### src/rtl/muldiv_pkg.sv
// Shared types and constants for the HI/LO multiply/divide unit.
// Contents: DEF_WIDTH (default operand width), OP_MULT/OP_DIV (multdiv
// encoding used by the control unit), state_e (sequencer states).
package muldiv_pkg;

  localparam int unsigned DEF_WIDTH = 32;

  localparam logic OP_MULT = 1'b0;
  localparam logic OP_DIV  = 1'b1;

  typedef enum logic [1:0] {
    IDLE   = 2'd0,
    RUN    = 2'd1,
    COMMIT = 2'd2
  } state_e;

endpackage

### src/rtl/hilo_muldiv_unit_if.sv
// Control-unit <-> multiply/divide unit bus.
// master: drives start, multdiv, mod, mfhi, a, b; receives busy, done, div0,
//         hi, lo, rd_data.
// slave:  the multiply/divide unit (mirror of master).
interface hilo_muldiv_unit_if
  import muldiv_pkg::*;
#(
  parameter int unsigned WIDTH = DEF_WIDTH
);

  logic             start;
  logic             multdiv;
  logic             mod;
  logic             mfhi;
  logic [WIDTH-1:0] a;
  logic [WIDTH-1:0] b;
  logic             busy;
  logic             done;
  logic             div0;
  logic [WIDTH-1:0] hi;
  logic [WIDTH-1:0] lo;
  logic [WIDTH-1:0] rd_data;

  modport master (
    output start, multdiv, mod, mfhi, a, b,
    input  busy, done, div0, hi, lo, rd_data
  );

  modport slave (
    input  start, multdiv, mod, mfhi, a, b,
    output busy, done, div0, hi, lo, rd_data
  );

endinterface

### src/rtl/muldiv_step.sv
// One iteration of the shift-add multiply / restoring divide.
// Ports: op (OP_MULT/OP_DIV), acc (2*WIDTH accumulator), operand
// (multiplicand or divisor), acc_next (accumulator after the step; for a
// divide its LSB is left clear), q_bit (quotient bit produced by a divide step).
module muldiv_step
  import muldiv_pkg::*;
#(
  parameter int unsigned WIDTH = DEF_WIDTH
) (
  input  logic               op,
  input  logic [2*WIDTH-1:0] acc,
  input  logic [WIDTH-1:0]   operand,
  output logic [2*WIDTH-1:0] acc_next,
  output logic               q_bit
);

  logic [WIDTH:0]   sum;
  logic [WIDTH:0]   rem_sh;
  logic [WIDTH-1:0] diff;

  always_comb begin
    // Multiply: conditionally add multiplicand to upper half, keep carry.
    sum      = {1'b0, acc[2*WIDTH-1:WIDTH]} + (acc[0] ? {1'b0, operand} : '0);
    // Divide: remainder shifted left by one, needs WIDTH+1 bits.
    rem_sh   = acc[2*WIDTH-1:WIDTH-1];
    // Only consumed when rem_sh >= operand, so the result fits WIDTH bits.
    diff     = rem_sh[WIDTH-1:0] - operand;
    acc_next = '0;
    q_bit    = 1'b0;
    if (op == OP_MULT) begin
      acc_next = {sum, acc[WIDTH-1:1]};
    end else begin
      q_bit    = (rem_sh >= {1'b0, operand});
      acc_next = {(q_bit ? diff : rem_sh[WIDTH-1:0]), acc[WIDTH-2:0], 1'b0};
    end
  end

endmodule

### src/rtl/hilo_muldiv_unit.sv
// Iterative multiply/divide engine owning the HI/LO register pair.
// Ports: clk, reset (sync, active-high), bus (hilo_muldiv_unit_if.slave).
// Latency: start edge, WIDTH step edges, one commit edge; done pulses after commit.
// Optional: define MULDIV_SIGNED_EN for two's-complement operands.
module hilo_muldiv_unit
  import muldiv_pkg::*;
#(
  parameter int unsigned WIDTH = DEF_WIDTH
) (
  input  logic                 clk,
  input  logic                 reset,
  hilo_muldiv_unit_if.slave    bus
);

  localparam int unsigned CNT_W = $clog2(WIDTH);

  state_e             state_q, state_d;
  logic [CNT_W-1:0]   cnt_q, cnt_d;
  logic [2*WIDTH-1:0] acc_q, acc_d;
  logic [WIDTH-1:0]   opnd_q, opnd_d;
  logic [WIDTH-1:0]   a_q, a_d;
  logic               op_q, op_d;
  logic               div0_q, div0_d;
  logic [WIDTH-1:0]   hi_q, hi_d;
  logic [WIDTH-1:0]   lo_q, lo_d;
  logic               busy_q;
  logic               done_q, done_d;
`ifdef MULDIV_SIGNED_EN
  logic               b_neg_q, b_neg_d;
`endif

  logic [2*WIDTH-1:0] step_acc;
  logic               step_q;
  logic [WIDTH-1:0]   a_mag, b_mag, quo, rem;
  logic [2*WIDTH-1:0] prod;

  muldiv_step #(.WIDTH(WIDTH)) u_step (
    .op       (op_q),
    .acc      (acc_q),
    .operand  (opnd_q),
    .acc_next (step_acc),
    .q_bit    (step_q)
  );

  // Next-state and datapath update.
  always_comb begin
    state_d = state_q;
    cnt_d   = cnt_q;
    acc_d   = acc_q;
    opnd_d  = opnd_q;
    a_d     = a_q;
    op_d    = op_q;
    div0_d  = div0_q;
    hi_d    = hi_q;
    lo_d    = lo_q;
    done_d  = 1'b0;
`ifdef MULDIV_SIGNED_EN
    b_neg_d = b_neg_q;
    a_mag   = bus.a[WIDTH-1] ? -bus.a : bus.a;
    b_mag   = bus.b[WIDTH-1] ? -bus.b : bus.b;
`else
    a_mag   = bus.a;
    b_mag   = bus.b;
`endif
    prod    = acc_q;
    quo     = acc_q[WIDTH-1:0];
    rem     = acc_q[2*WIDTH-1:WIDTH];

    unique case (state_q)
      IDLE: begin
        if (bus.start) begin
          op_d   = bus.multdiv;
          a_d    = bus.a;
          div0_d = 1'b0;
          cnt_d  = '0;
`ifdef MULDIV_SIGNED_EN
          b_neg_d = bus.b[WIDTH-1];
`endif
          // Multiply: multiplier sits in the low half, shifted out LSB first.
          // Divide: dividend sits in the low half, shifted out MSB first.
          if (bus.multdiv == OP_MULT) begin
            acc_d  = {WIDTH'(0), b_mag};
            opnd_d = a_mag;
          end else begin
            acc_d  = {WIDTH'(0), a_mag};
            opnd_d = b_mag;
          end
          state_d = RUN;
        end
      end
      RUN: begin
        acc_d = step_acc | {{(2*WIDTH-1){1'b0}}, step_q};
        cnt_d = cnt_q + CNT_W'(1);
        if (cnt_q == CNT_W'(WIDTH - 1)) begin
          cnt_d   = '0;
          state_d = COMMIT;
        end
      end
      COMMIT: begin
        done_d  = 1'b1;
        state_d = IDLE;
        if (op_q == OP_DIV && opnd_q == '0) begin
          lo_d   = '1;
          hi_d   = a_q;
          div0_d = 1'b1;
        end else if (op_q == OP_MULT) begin
`ifdef MULDIV_SIGNED_EN
          if (a_q[WIDTH-1] ^ b_neg_q) prod = -acc_q;
`endif
          {hi_d, lo_d} = prod;
        end else begin
`ifdef MULDIV_SIGNED_EN
          if (a_q[WIDTH-1] ^ b_neg_q) quo = -acc_q[WIDTH-1:0];
          if (a_q[WIDTH-1])           rem = -acc_q[2*WIDTH-1:WIDTH];
`endif
          lo_d = quo;
          hi_d = rem;
        end
      end
      default: state_d = IDLE;
    endcase
  end

  // State and output registers.
  always_ff @(posedge clk) begin
    if (reset) begin
      state_q <= IDLE;
      cnt_q   <= '0;
      acc_q   <= '0;
      opnd_q  <= '0;
      a_q     <= '0;
      op_q    <= OP_MULT;
      div0_q  <= 1'b0;
      hi_q    <= '0;
      lo_q    <= '0;
      busy_q  <= 1'b0;
      done_q  <= 1'b0;
`ifdef MULDIV_SIGNED_EN
      b_neg_q <= 1'b0;
`endif
    end else begin
      state_q <= state_d;
      cnt_q   <= cnt_d;
      acc_q   <= acc_d;
      opnd_q  <= opnd_d;
      a_q     <= a_d;
      op_q    <= op_d;
      div0_q  <= div0_d;
      hi_q    <= hi_d;
      lo_q    <= lo_d;
      busy_q  <= (state_d != IDLE);
      done_q  <= done_d;
`ifdef MULDIV_SIGNED_EN
      b_neg_q <= b_neg_d;
`endif
    end
  end

  assign bus.busy    = busy_q;
  assign bus.done    = done_q;
  assign bus.div0    = div0_q;
  assign bus.hi      = hi_q;
  assign bus.lo      = lo_q;
  // Writeback read port: mfhi overrides the mod select.
  assign bus.rd_data = (bus.mfhi | bus.mod) ? hi_q : lo_q;

endmodule

### src/flat_wrapper.sv
// flat-port wrapper written by rule: the top's interface ports become plain ports
module hilo_muldiv_unit_flat import muldiv_pkg::*;
#(
  parameter int unsigned WIDTH = DEF_WIDTH
)
  (clk, reset, bus_start, bus_multdiv, bus_mod, bus_mfhi, bus_a, bus_b, bus_busy, bus_done, bus_div0, bus_hi, bus_lo, bus_rd_data);
  hilo_muldiv_unit_if #(.WIDTH(WIDTH)) bus_i ();
  input  logic clk;
  input  logic reset;
  input wire logic [$bits(bus_i.start)-1:0] bus_start;
  input wire logic [$bits(bus_i.multdiv)-1:0] bus_multdiv;
  input wire logic [$bits(bus_i.mod)-1:0] bus_mod;
  input wire logic [$bits(bus_i.mfhi)-1:0] bus_mfhi;
  input wire logic [$bits(bus_i.a)-1:0] bus_a;
  input wire logic [$bits(bus_i.b)-1:0] bus_b;
  output wire logic [$bits(bus_i.busy)-1:0] bus_busy;
  output wire logic [$bits(bus_i.done)-1:0] bus_done;
  output wire logic [$bits(bus_i.div0)-1:0] bus_div0;
  output wire logic [$bits(bus_i.hi)-1:0] bus_hi;
  output wire logic [$bits(bus_i.lo)-1:0] bus_lo;
  output wire logic [$bits(bus_i.rd_data)-1:0] bus_rd_data;
  assign bus_i.start = bus_start;
  assign bus_i.multdiv = bus_multdiv;
  assign bus_i.mod = bus_mod;
  assign bus_i.mfhi = bus_mfhi;
  assign bus_i.a = bus_a;
  assign bus_i.b = bus_b;
  assign bus_busy = bus_i.busy;
  assign bus_done = bus_i.done;
  assign bus_div0 = bus_i.div0;
  assign bus_hi = bus_i.hi;
  assign bus_lo = bus_i.lo;
  assign bus_rd_data = bus_i.rd_data;
  hilo_muldiv_unit #(.WIDTH(WIDTH)) u_core (.clk(clk), .reset(reset), .bus(bus_i));
endmodule
### config.mk
export PLATFORM = sky130hd
export DESIGN_NAME = hilo_muldiv_unit_flat
export DESIGN_NICKNAME = d
export VERILOG_FILES = /design/src/rtl/muldiv_pkg.sv /design/src/rtl/hilo_muldiv_unit_if.sv /design/src/rtl/muldiv_step.sv /design/src/rtl/hilo_muldiv_unit.sv /design/src/flat_wrapper.sv
export SDC_FILE = /design/constraint.sdc
export NUM_CORES = 1
export LEC_CHECK = 0
export ABC_CLOCK_PERIOD_IN_PS = 5900
export CAP_MARGIN = 20
export CELL_PAD_IN_SITES_DETAIL_PLACEMENT = 1
export CELL_PAD_IN_SITES_GLOBAL_PLACEMENT = 1
export CORE_ASPECT_RATIO = 0.8
export CORE_UTILIZATION = 45
export DETAILED_ROUTE_END_ITERATION = 6
export GPL_TIMING_DRIVEN = 0
export PLACE_DENSITY_LB_ADDON = 0.1
export SYNTH_ARGS = -nofsm -noshare
export SYNTH_HDL_FRONTEND = slang
export SYNTH_SLANG_ARGS = --single-unit
### constraint.sdc
create_clock -name clk -period 5.9 [get_ports clk]
set_clock_uncertainty 0.05 [all_clocks]
set_input_delay 0.59 -clock clk [delete_from_list [all_inputs] [get_ports clk]]
set_output_delay 0.59 -clock clk [all_outputs]
set_load 0.05 [all_outputs]
* Yosys cells after proc, flatten, opt, wreduce, memory -nomap -nowiden
Index checks and enable logic that the tools add are counted.
** Operators by class
- Bitwise gates (word level) :: 2
- Equal/unequal tests :: 5
- Reductions and logical operators :: 9
- Add/sub/neg operators :: 3
- Order comparisons :: 1
- Mux-type cells :: 21
** Operators by type and width (number)
- 32-bit 2-to-1 mux :: 7
- 64-bit 2-to-1 mux :: 2
- 64-bit one-hot mux with 2 select lines :: 1
- 64-bit by 1-bit OR with 64-bit output :: 1
- 32-bit by 33-bit adder with 33-bit output :: 1
- 33-bit by 32-bit greater-or-equal comparator with 1-bit output :: 1
- 32-bit zero test :: 1
- 32-bit subtractor :: 1
- 5-bit 2-to-1 mux :: 2
- 5-bit one-hot mux with 2 select lines :: 1
- 2-bit nonzero test :: 3
- 5-bit by 1-bit adder with 5-bit output (second input constant) :: 1
- 5-bit == test (second input constant) :: 1
- 1-bit 2-to-1 mux :: 4
- 2-bit 2-to-1 mux :: 2
- 2-bit one-hot mux with 2 select lines :: 1
- 2-bit AND reduction :: 2
- 3-bit AND reduction :: 1
- 2-bit by 1-bit == test with 1-bit output (second input constant) :: 1
- 2-bit == test (second input constant) :: 1
- 2-bit zero test :: 1
- 2-bit by 1-bit inequality test with 1-bit output (second input constant) :: 1
- 2-bit inequality test (second input constant) :: 1
- 1-bit one-hot mux with 2 select lines :: 1
- 2 further kinds :: 2
** Storage, ports and cells
- Output and inout port bits :: 99
- Input bits :: 70
- Bits in registers :: 203

* Depth between registers and ports, before layout
Gate-level depths: netlist (run 1).
- Depth in word-level cells :: 5
- Depth in mapped cells :: 14
- Mapped depth without buffers :: 13

* Cells and area by module
Synthesis (run 1) repeated with hierarchy kept, for this count alone.
** Second synthesis, totals
- Cell total of the unflattened synthesis :: 1727
- Area total of the unflattened synthesis :: 13763.2 µm²
** Modules (own cells, without submodules)
- hilo_muldiv_unit :: area each 8944.8 µm², times used 1, cells an instance 1040
- muldiv_step :: area each 4818.4 µm², times used 1, cells an instance 687

* Worst setup path before layout (run 1)
OpenSTA, ideal clock, no wires.
- Path type :: register to register
- Start point :: register u_core.acc_q[0]
- End point :: register u_core.acc_q[63]
- Period minus slack after synthesis :: 3.068 ns
- Buffers on the path :: 1
- Data required time :: 5.733 ns
- Data arrival time :: 2.901 ns
- Cell stages (with the launch flop) :: 14
- Library setup time :: 0.117 ns
- Setup slack :: 2.832 ns
- Cells stage by stage :: dfxtp_1 > inv_1 > clkbuf_1 > nor2_1 > ha_1 > a21o_1 > a21o_1 > a221o_1 > a41o_1 > a21oi_2 > o31ai_1 > a41oi_1 > o21ai_0 > a32o_1
** Between the ends
- Longest elaborated chain between the ends :: 5
** Ends and longest elaborated chain
- start: declaration :: RTL line hilo_muldiv_unit.sv:19 : logic [2*WIDTH-1:0] acc_q, acc_d;
- start signal: assignment :: RTL line hilo_muldiv_unit.sv:129 : acc_q <= '0;
- start signal: assignment :: RTL line hilo_muldiv_unit.sv:144 : acc_q <= acc_d;
- 32-bit 2-to-1 mux :: RTL line muldiv_step.sv:23 : sum = {1'b0, acc[2*WIDTH-1:WIDTH]} + (acc[0] ? {1'b0, operand} : '0);
- 32-bit by 33-bit adder with 33-bit output :: RTL line muldiv_step.sv:23
- 64-bit 2-to-1 mux :: RTL line muldiv_step.sv:30 : if (op == OP_MULT) begin
- 64-bit by 1-bit OR with 64-bit output :: RTL line hilo_muldiv_unit.sv:92 : acc_d = step_acc | {{(2*WIDTH-1){1'b0}}, step_q};
- 64-bit one-hot mux with 2 select lines :: RTL line hilo_muldiv_unit.sv:69 : unique case (state_q)
No other way between the ends.
A chain may end at the register's enable or synchronous reset.

* Worst setup path after layout (run 1)
- Start point :: register u_core.acc_q[0]
- End point :: register u_core.acc_q[58]
Same word-level chain as after synthesis.

==> reports/qor.txt, run 1 <==
final total power = 3.70 mW
Die Ht = 155 um
FF-to-FF End = u_core.acc_q[58]$_SDFFE_PP0P_
clock-pin slew reported for the worst setup and hold paths after clock tree synthesis = 0.06 ns
footprint of the multi-input gates = 8400 um^2
Antenna Diode Count = 0
# Post-CTS Setup Buffers = 0
Root Buffer = clkbuf_16
Remaining DRCs = 29
P&R area growth vs syn = 22.0%
antenna viol nets, final = 0
crit-path max FO = 10
hold depth = 2
Core Area = 28400 um^2
Final Hold Viols = 0
P_leak = 6.28 nW
starting density of the core = 46.1%
fin nets = 1969
Sequential Area = 4060 um^2
share of layout cells above drive strength 1 = 5.53%
htree depth = 1
pwr/cell area = 232 nW/um^2
critical path's largest stage delay = 0.78 ns
number of fill cells in the layout = 3492
Inst Count DP = 2176
post_cts resized = 0
Post-synth top flop = dfxtp_1
Initial DRC Count = 1218
outcome = complete, but fails checks
clock buffer count from CTS = 23
total number of vias = 13.8k
Seq cells post-synth = 203
Final min period = 4.41 ns
initial antenna violation count = 0
row cnt = 55
Critical R2R Launch = u_core.acc_q[0]$_SDFFE_PP0P_
pin count of the biggest net entering global routing = 14
final setup violation count = 0
Syn Std Cell Area = 13100 um^2
GRT Residual Overflow = 0
Syn. warnings = 0
overall routing resource usage = 35.5%
DR WL/cell = 24.1 um
RSZ-0062 raised after global routing = false
HP Start = u_core.a_q[30]$_SDFFE_PP0P_
DP HPWL = 41.9 mm
critical path, cell by cell = inv_1 -> clkbuf_1 -> nor2_1 -> ha_1 -> nand3_1 -> o2111ai_1 -> nor3_1 -> o21ai_2 -> o21ai_1 -> o41ai_2 -> xor2_1 -> o21ai_0 -> o21ai_1
number of flops mapped to enable cells by yosys = 0
syn_nets = 1777
Slowest-stage cell, CP = o41ai_2
Cells after Synth = 1639
port bufs = 167
CP Capture Type = flop
maximum vdd drop = 0.181 mV
Worst R2R Setup Slack = 1.50 ns
critical path type = reg2reg
failing checks = design-rule violations
global-route wire length before repair = 80.9 mm
Critical Path Start Type = flop
Final Max Tran Viols = 0
routed wire length = 53.5 mm
worst reg2reg path depth = 13
Final GP Congestion = 0.929
Final Cycle Share = 74.7%
Worst Hold Path EP = u_core.a_q[30]$_SDFFE_PP0P_
Fin Setup TNS = 0 ns
Critical Path RT = 6.25 ns
clk_lat worst skew = 0.53 ns
Die W = 193 um
drt via density = 6.23
io pins = 169
hold_buf cts = 0
clk sinks = 203
Post-Syn Area per Cell = 7.99 um^2
crit-path most repeated cell = o21ai_1
Synth cell types = 75
Hold Path Class = reg2reg
part of the Yosys area used for sequential elements = 31.0%
FMAX = 227 MHz
max-capacitance violation count = 0
TritonCTS clock tree = yes
CP arrival = 4.76 ns
number of global-route vias before repair = 13.6k
DRT Pass-1 Iters = 7
post-synthesis async set-or-reset flop share = 0%
Non-Filler Instances = 2216
slew margin rel. = 28.4%
Clock Path Buffers = 3
DIE AREA = 29800 um^2
Least-Margin Pin Slew = 1.07 ns
==> cell type report <==
type | count | share of cell area (%)
Sequential cell | 203 | 25.4
Clock buffer | 34 | 4.23
Inverter | 50 | 1.17
Timing Repair Buffer | 167 | 10.5
Clock inverter | 6 | 0.431
Multi-Input combinational cell | 1271 | 52.6
Tap cell | 370 | 2.90
Buffer | 115 | 2.83
==> sequential cells by signal, summed over array words and instances (netlist names), 2 cells and up <==
name	count
u_core.acc_q	64
u_core.a_q	32
u_core.bus.hi	32
u_core.bus.lo	32
u_core.opnd_q	32
u_core.cnt_q	5
u_core.state_q	2
==> power by group <==
group	leakage [nW]	total [mW]	switching, mW	internal [mW]
logic	4.26	0.753	0.475	0.278
clock network	0.363	1.46	0.623	0.838
registers	1.66	1.49	0.0612	1.43
==> worst max-delay path, delay by kind of cell (launching register included) <==
family / cells / cell delay, ns
AO/OA/AOI/OAI: 6 / 2.22
XOR/XNOR: 1 / 0.12
adder cells (fa/ha/maj): 1 / 0.41
buffers and inverters: 2 / 0.66
flip-flops: 1 / 0.38
AND/OR/NAND/NOR: 3 / 0.41
==> stage by stage <==
step	cell area, um^2	util, %	hold WS [ns]	setup slack (ns)
floorplan	13100	-	0.386	2.83
global placement	15200	53.6	0.392	1.77
detailed placement	15200	53.6	0.399	1.67
CTS	16000	56.2	0.408	1.63
global route	16000	56.2	0.419	1.39
finish	16000	56.2	0.409	1.50
==> logic make-up (layout without fill, tap and decap cells) <==
logic type               Yosys count  in the layout  share of synthesized area (%)
AO/OA/AOI/OAI                    459            459                           23.7
adder cells (fa/ha/maj)           68             68                           6.61
flip-flops                       203            203                           31.0
buffers and inverters            165            372                           4.88
multiplexers                     148            148                           11.6
XOR/XNOR                          50             50                           3.34
AND/OR/NAND/NOR                  546            546                           18.8
==> synth_stat cells, drive strengths merged, types with 19 or more instances <==
cell    count  area [um^2]
a211oi    142         1080
buf        22          103
xor2       19          166
a21o       38          285
nor2      212          798
clkbuf     93          349
nand3      23          115
xnor2      31          272
nand2     129          489
nor2b      39          244
a21oi     129          649
nor3       87          440
mux2i     114         1140
ha         66          826
mux2       34          383
dfxtp     203         4060
o21ai      54          274
inv        50          188
==> routing by layer <==
layer	part of all wire, %	wire (um)	track usage, %
met1	47	25200	51.6
met2	43	22800	53.8
met3	6.7	3570	4.40
met4	3.6	1940	11.9
met5	0	0	0
==> layout by cell type (no fill, tap or decap), types with 25 or more instances in the layout <==
master | synthesis | routed
clkdlybuf4s50_1 | 0 | 167
nor2b_1 | 39 | 39
mux2i_1 | 114 | 114
a211oi_1 | 139 | 139
inv_1 | 50 | 50
o21ai_1 | 25 | 25
nor2_1 | 211 | 211
nor3_1 | 86 | 85
mux2_2 | 34 | 34
xnor2_1 | 31 | 31
a21oi_1 | 128 | 128
nand2_1 | 127 | 127
o21ai_0 | 28 | 28
clkbuf_1 | 93 | 98
dfxtp_1 | 203 | 203
ha_1 | 66 | 66
a21o_1 | 38 | 38
==> worst max path at each step <==
| stage | from | endpoint | slack (ns) | cells after the start |
|---|---|---|---|---|
| global placement | u_core.acc_q[0]$_SDFFE_PP0P_ | u_core.acc_q[58]$_SDFFE_PP0P_ | 1.77 | 13 |
| CTS | u_core.acc_q[0]$_SDFFE_PP0P_ | u_core.acc_q[58]$_SDFFE_PP0P_ | 1.63 | 13 |
| detailed placement | u_core.acc_q[0]$_SDFFE_PP0P_ | u_core.acc_q[58]$_SDFFE_PP0P_ | 1.67 | 13 |
| finish | u_core.acc_q[0]$_SDFFE_PP0P_ | u_core.acc_q[58]$_SDFFE_PP0P_ | 1.50 | 13 |
| floorplan | u_core.acc_q[0]$_SDFFE_PP0P_ | u_core.acc_q[63]$_SDFFE_PP0P_ | 2.83 | 13 |
| global route | u_core.acc_q[0]$_SDFFE_PP0P_ | u_core.acc_q[62]$_SDFFE_PP0P_ | 1.39 | 13 |
(Power assumes the default switching activity.)
==> run 2: changes to the inputs <==
- ABC_CLOCK_PERIOD_IN_PS: 5900 -> 3800
- CORE_UTILIZATION: 45 -> 38
- clock period: 5.9 -> 3.8 ns (I/O delays scaled with it)
==> run 2 against run 1 <==
  * The flow now finishes without violations
  * Hold slack got worse by 0.0048 ns
  * Global-route usage fell by 5.3 points
  * Power increased by 61%
  * Utilization fell by 8.2 points
  * Count of clock-buffer cells in the layout decreased by 6
  * Cell area rose by 1.6%
  * Via count down 2.3%
  * Routed wire length rose by 0.38%
  * Critical path type unchanged
  * Largest cell class unchanged
==> reports/qor.txt, run 2 (synthesis results as in run 1) <==
Top delay family on crit path = compound AO/OA/AOI/OAI gates
DP HPWL = 42.8 mm (+1.9%)
Final GP Congestion = 0.916 (-1.4%)
Core Area = 33800 um^2 (+19%)
most frequent cells in the layout = nor2_1 (211), dfxtp_1 (202), clkdlybuf4s50_1 (167)
DIE AREA = 35200 um^2 (+18%)
Post-DP Area = 15300 um^2 (+0.60%)
outcome = complete, no violations
HP Start = u_core.a_q[23]$_SDFFE_PP0P_
most common cell after layout, fill and taps aside = nor2_1
Final min period = 3.69 ns (-0.710 ns)
Fin Setup TNS = 0 ns (unchanged)
Critical Path Start Type = flop
share of layout cells above drive strength 1 = 6.49% (+0.96 points)
Remaining DRCs = 0 (-100%)
Hold Path Class = reg2reg
critical path's largest stage delay = 0.74 ns (-0.04 ns)
routed wire length = 53.7 mm (+0.38%)
overall routing resource usage = 30.2% (-5.3 points)
Die Ht = 168 um (+8.7%)
Die W = 210 um (+8.7%)
CP arrival = 4.03 ns (-0.73 ns)
Slowest-stage cell, CP = a211oi_2
clk sinks = 203 (unchanged)
P_leak = 6.38 nW (+1.7%)
Least-Margin Pin Slew = 1.01 ns (-0.0546 ns)
critical path type = reg2reg
CP Capture Type = flop
Final Max Tran Viols = 0 (unchanged)
Critical path buffers and inverters = 1 (-1)
total number of vias = 13.5k (-2.3%)
crit-path most repeated cell = a21o_1
DRT Pass-1 Iters = 5 (-2)
hold_buf cts = 0 (unchanged)
final total power = 5.98 mW (+61%)
Final Cycle Share = 97.2% (+23 points)
antenna viol nets, final = 0 (unchanged)
row cnt = 60 (+9.1%)
max-capacitance violation count = 0 (unchanged)
Root Buffer = clkbuf_16
Non-Filler Instances = 2284 (+3.1%)
fin nets = 1971 (+0.10%)
RSZ-0062 raised after global routing = true
critical path, cell by cell = ha_1 -> a21o_1 -> a21o_1 -> a21o_1 -> a21oi_1 -> o21ai_1 -> a211oi_2 -> buf_2 -> a21oi_1 -> a211oi_2 -> o31ai_1
global-route wire length before repair = 82.3 mm (+1.7%)
number of fill cells in the layout = 4094 (+17%)
Final Hold Viols = 0 (unchanged)
starting density of the core = 38.8% (-7.3 points)
clock buffer count from CTS = 23 (unchanged)
worst setup path start = u_core.acc_q[57]$_SDFFE_PP0P_
drt via density = 5.91 (-5.2%)
final setup violation count = 0 (unchanged)
Clock Path Buffers = 3 (unchanged)
pwr/cell area = 368 nW/um^2 (+59%)
crit-path max FO = 10 (unchanged)
FMAX = 271 MHz (+19%)
Biggest register = u_core.acc_q
P&R area growth vs syn = 24.0%
GRT Residual Overflow = 0 (unchanged)
metal1 wirelength = 26.8 mm (+6.4%)
io pins = 169 (unchanged)
DR WL/cell = 23.5 um (-2.6%)
met3 wire len = 2.96 mm (-17%)
pin count of the biggest net entering global routing = 14 (unchanged)
number of global-route vias before repair = 13.5k (-0.42%)
Critical Path RT = 4.14 ns (-2.11 ns)
initial antenna violation count = 0 (unchanged)
htree depth = 1 (unchanged)
clock-pin slew reported for the worst setup and hold paths after clock tree synthesis = 0.07 ns (about the same)
highest routed metal layer = met4
number of flip-flops in the largest register = 64 (unchanged)
clk_lat worst skew = 0.53 ns (about the same)
port bufs = 167 (unchanged)
Antenna Diode Count = 0 (unchanged)
maximum vdd drop = 0.245 mV (+36%)
TritonCTS clock tree = yes
routed length on met2 = 22.6 mm (-0.83%)
Inst Count DP = 2241 (+3.0%)
Critical R2R Launch = u_core.acc_q[57]$_SDFFE_PP0P_
Post-Route Utilization = 48.1% (-8.2 points)
slew margin rel. = 32.4% (+4.0 points)
cell area after layout = 16200 um^2 (+1.6%)
Initial DRC Count = 1130 (-7.2%)
## run 2: changes by cell type in the layout (fill, tap and decap cells not counted), sizes merged
| cell | delta |
|---|---|
| buf | +3 |
| clkbuf | -7 |
| clkinv | +3 |
| inv | +1 |
| bufinv | +4 |
## run 2: area by class of cell
class / count / area, um^2 / share of cell area [%]
clock inverter: 14 / 205 / 1.26
timing repair buffer: 169 / 1690 / 10.4
multi-input combinational: 1271 / 8470 / 52.1
buffer: 115 / 455 / 2.80
tap: 434 / 543 / 3.34
clock buffer: 28 / 624 / 3.84
sequential: 203 / 4070 / 25.0
inverter: 50 / 188 / 1.16
## run 2: metal layers
| layer | global-route usage (%) | vias to the layer above |
|---|---|---|
| met5 | 0 | - |
| met2 | 45.7 | 399 |
| met3 | 4.36 | 73 |
| met4 | 7.43 | 0 |
| li1 | - | 6362 |
| met1 | 44.6 | 6671 |
## run 2: per-stage QoR
stage / hold slack, ns / worst slack [ns]
5_1_grt: 0.423 / -0.0681
3_5_place_dp: 0.398 / -0.358
6_report: 0.404 / 0.105
4_1_cts: 0.397 / 0.0427
2_1_floorplan: 0.386 / 0.732
3_3_place_gp: 0.391 / -0.367
## run 2: where the power goes
group | switching (mW) | total [mW] | leakage [nW] | internal, mW
logic | 0.738 | 1.17 | 4.31 | 0.434
registers | 0.0929 | 2.31 | 1.66 | 2.22
clock network | 0.986 | 2.50 | 0.410 | 1.51
## run 2: worst paths after layout
kind | to | slack, ns | cells past startpoint
worst min-delay path | u_core.a_q[23]$_SDFFE_PP0P_ | 0.40 | 2
worst max-delay path | u_core.acc_q[55]$_SDFFE_PP0P_ | 0.11 | 11
worst max register to register | u_core.acc_q[55]$_SDFFE_PP0P_ | 0.11 | 11
worst min register to register | u_core.a_q[23]$_SDFFE_PP0P_ | 0.40 | 2
## run 2: worst min-delay path: stages (launching register included)
cell     delay [ns]
dfxtp_1        0.31
nand2_1        0.05
a21oi_1        0.05
## run 2: what timing repair did
item,4_1_cts,5_1_grt
setup endpoints to repair,13,8
pin swaps,0,2
buffers inserted,0,1
resized for setup,7,11
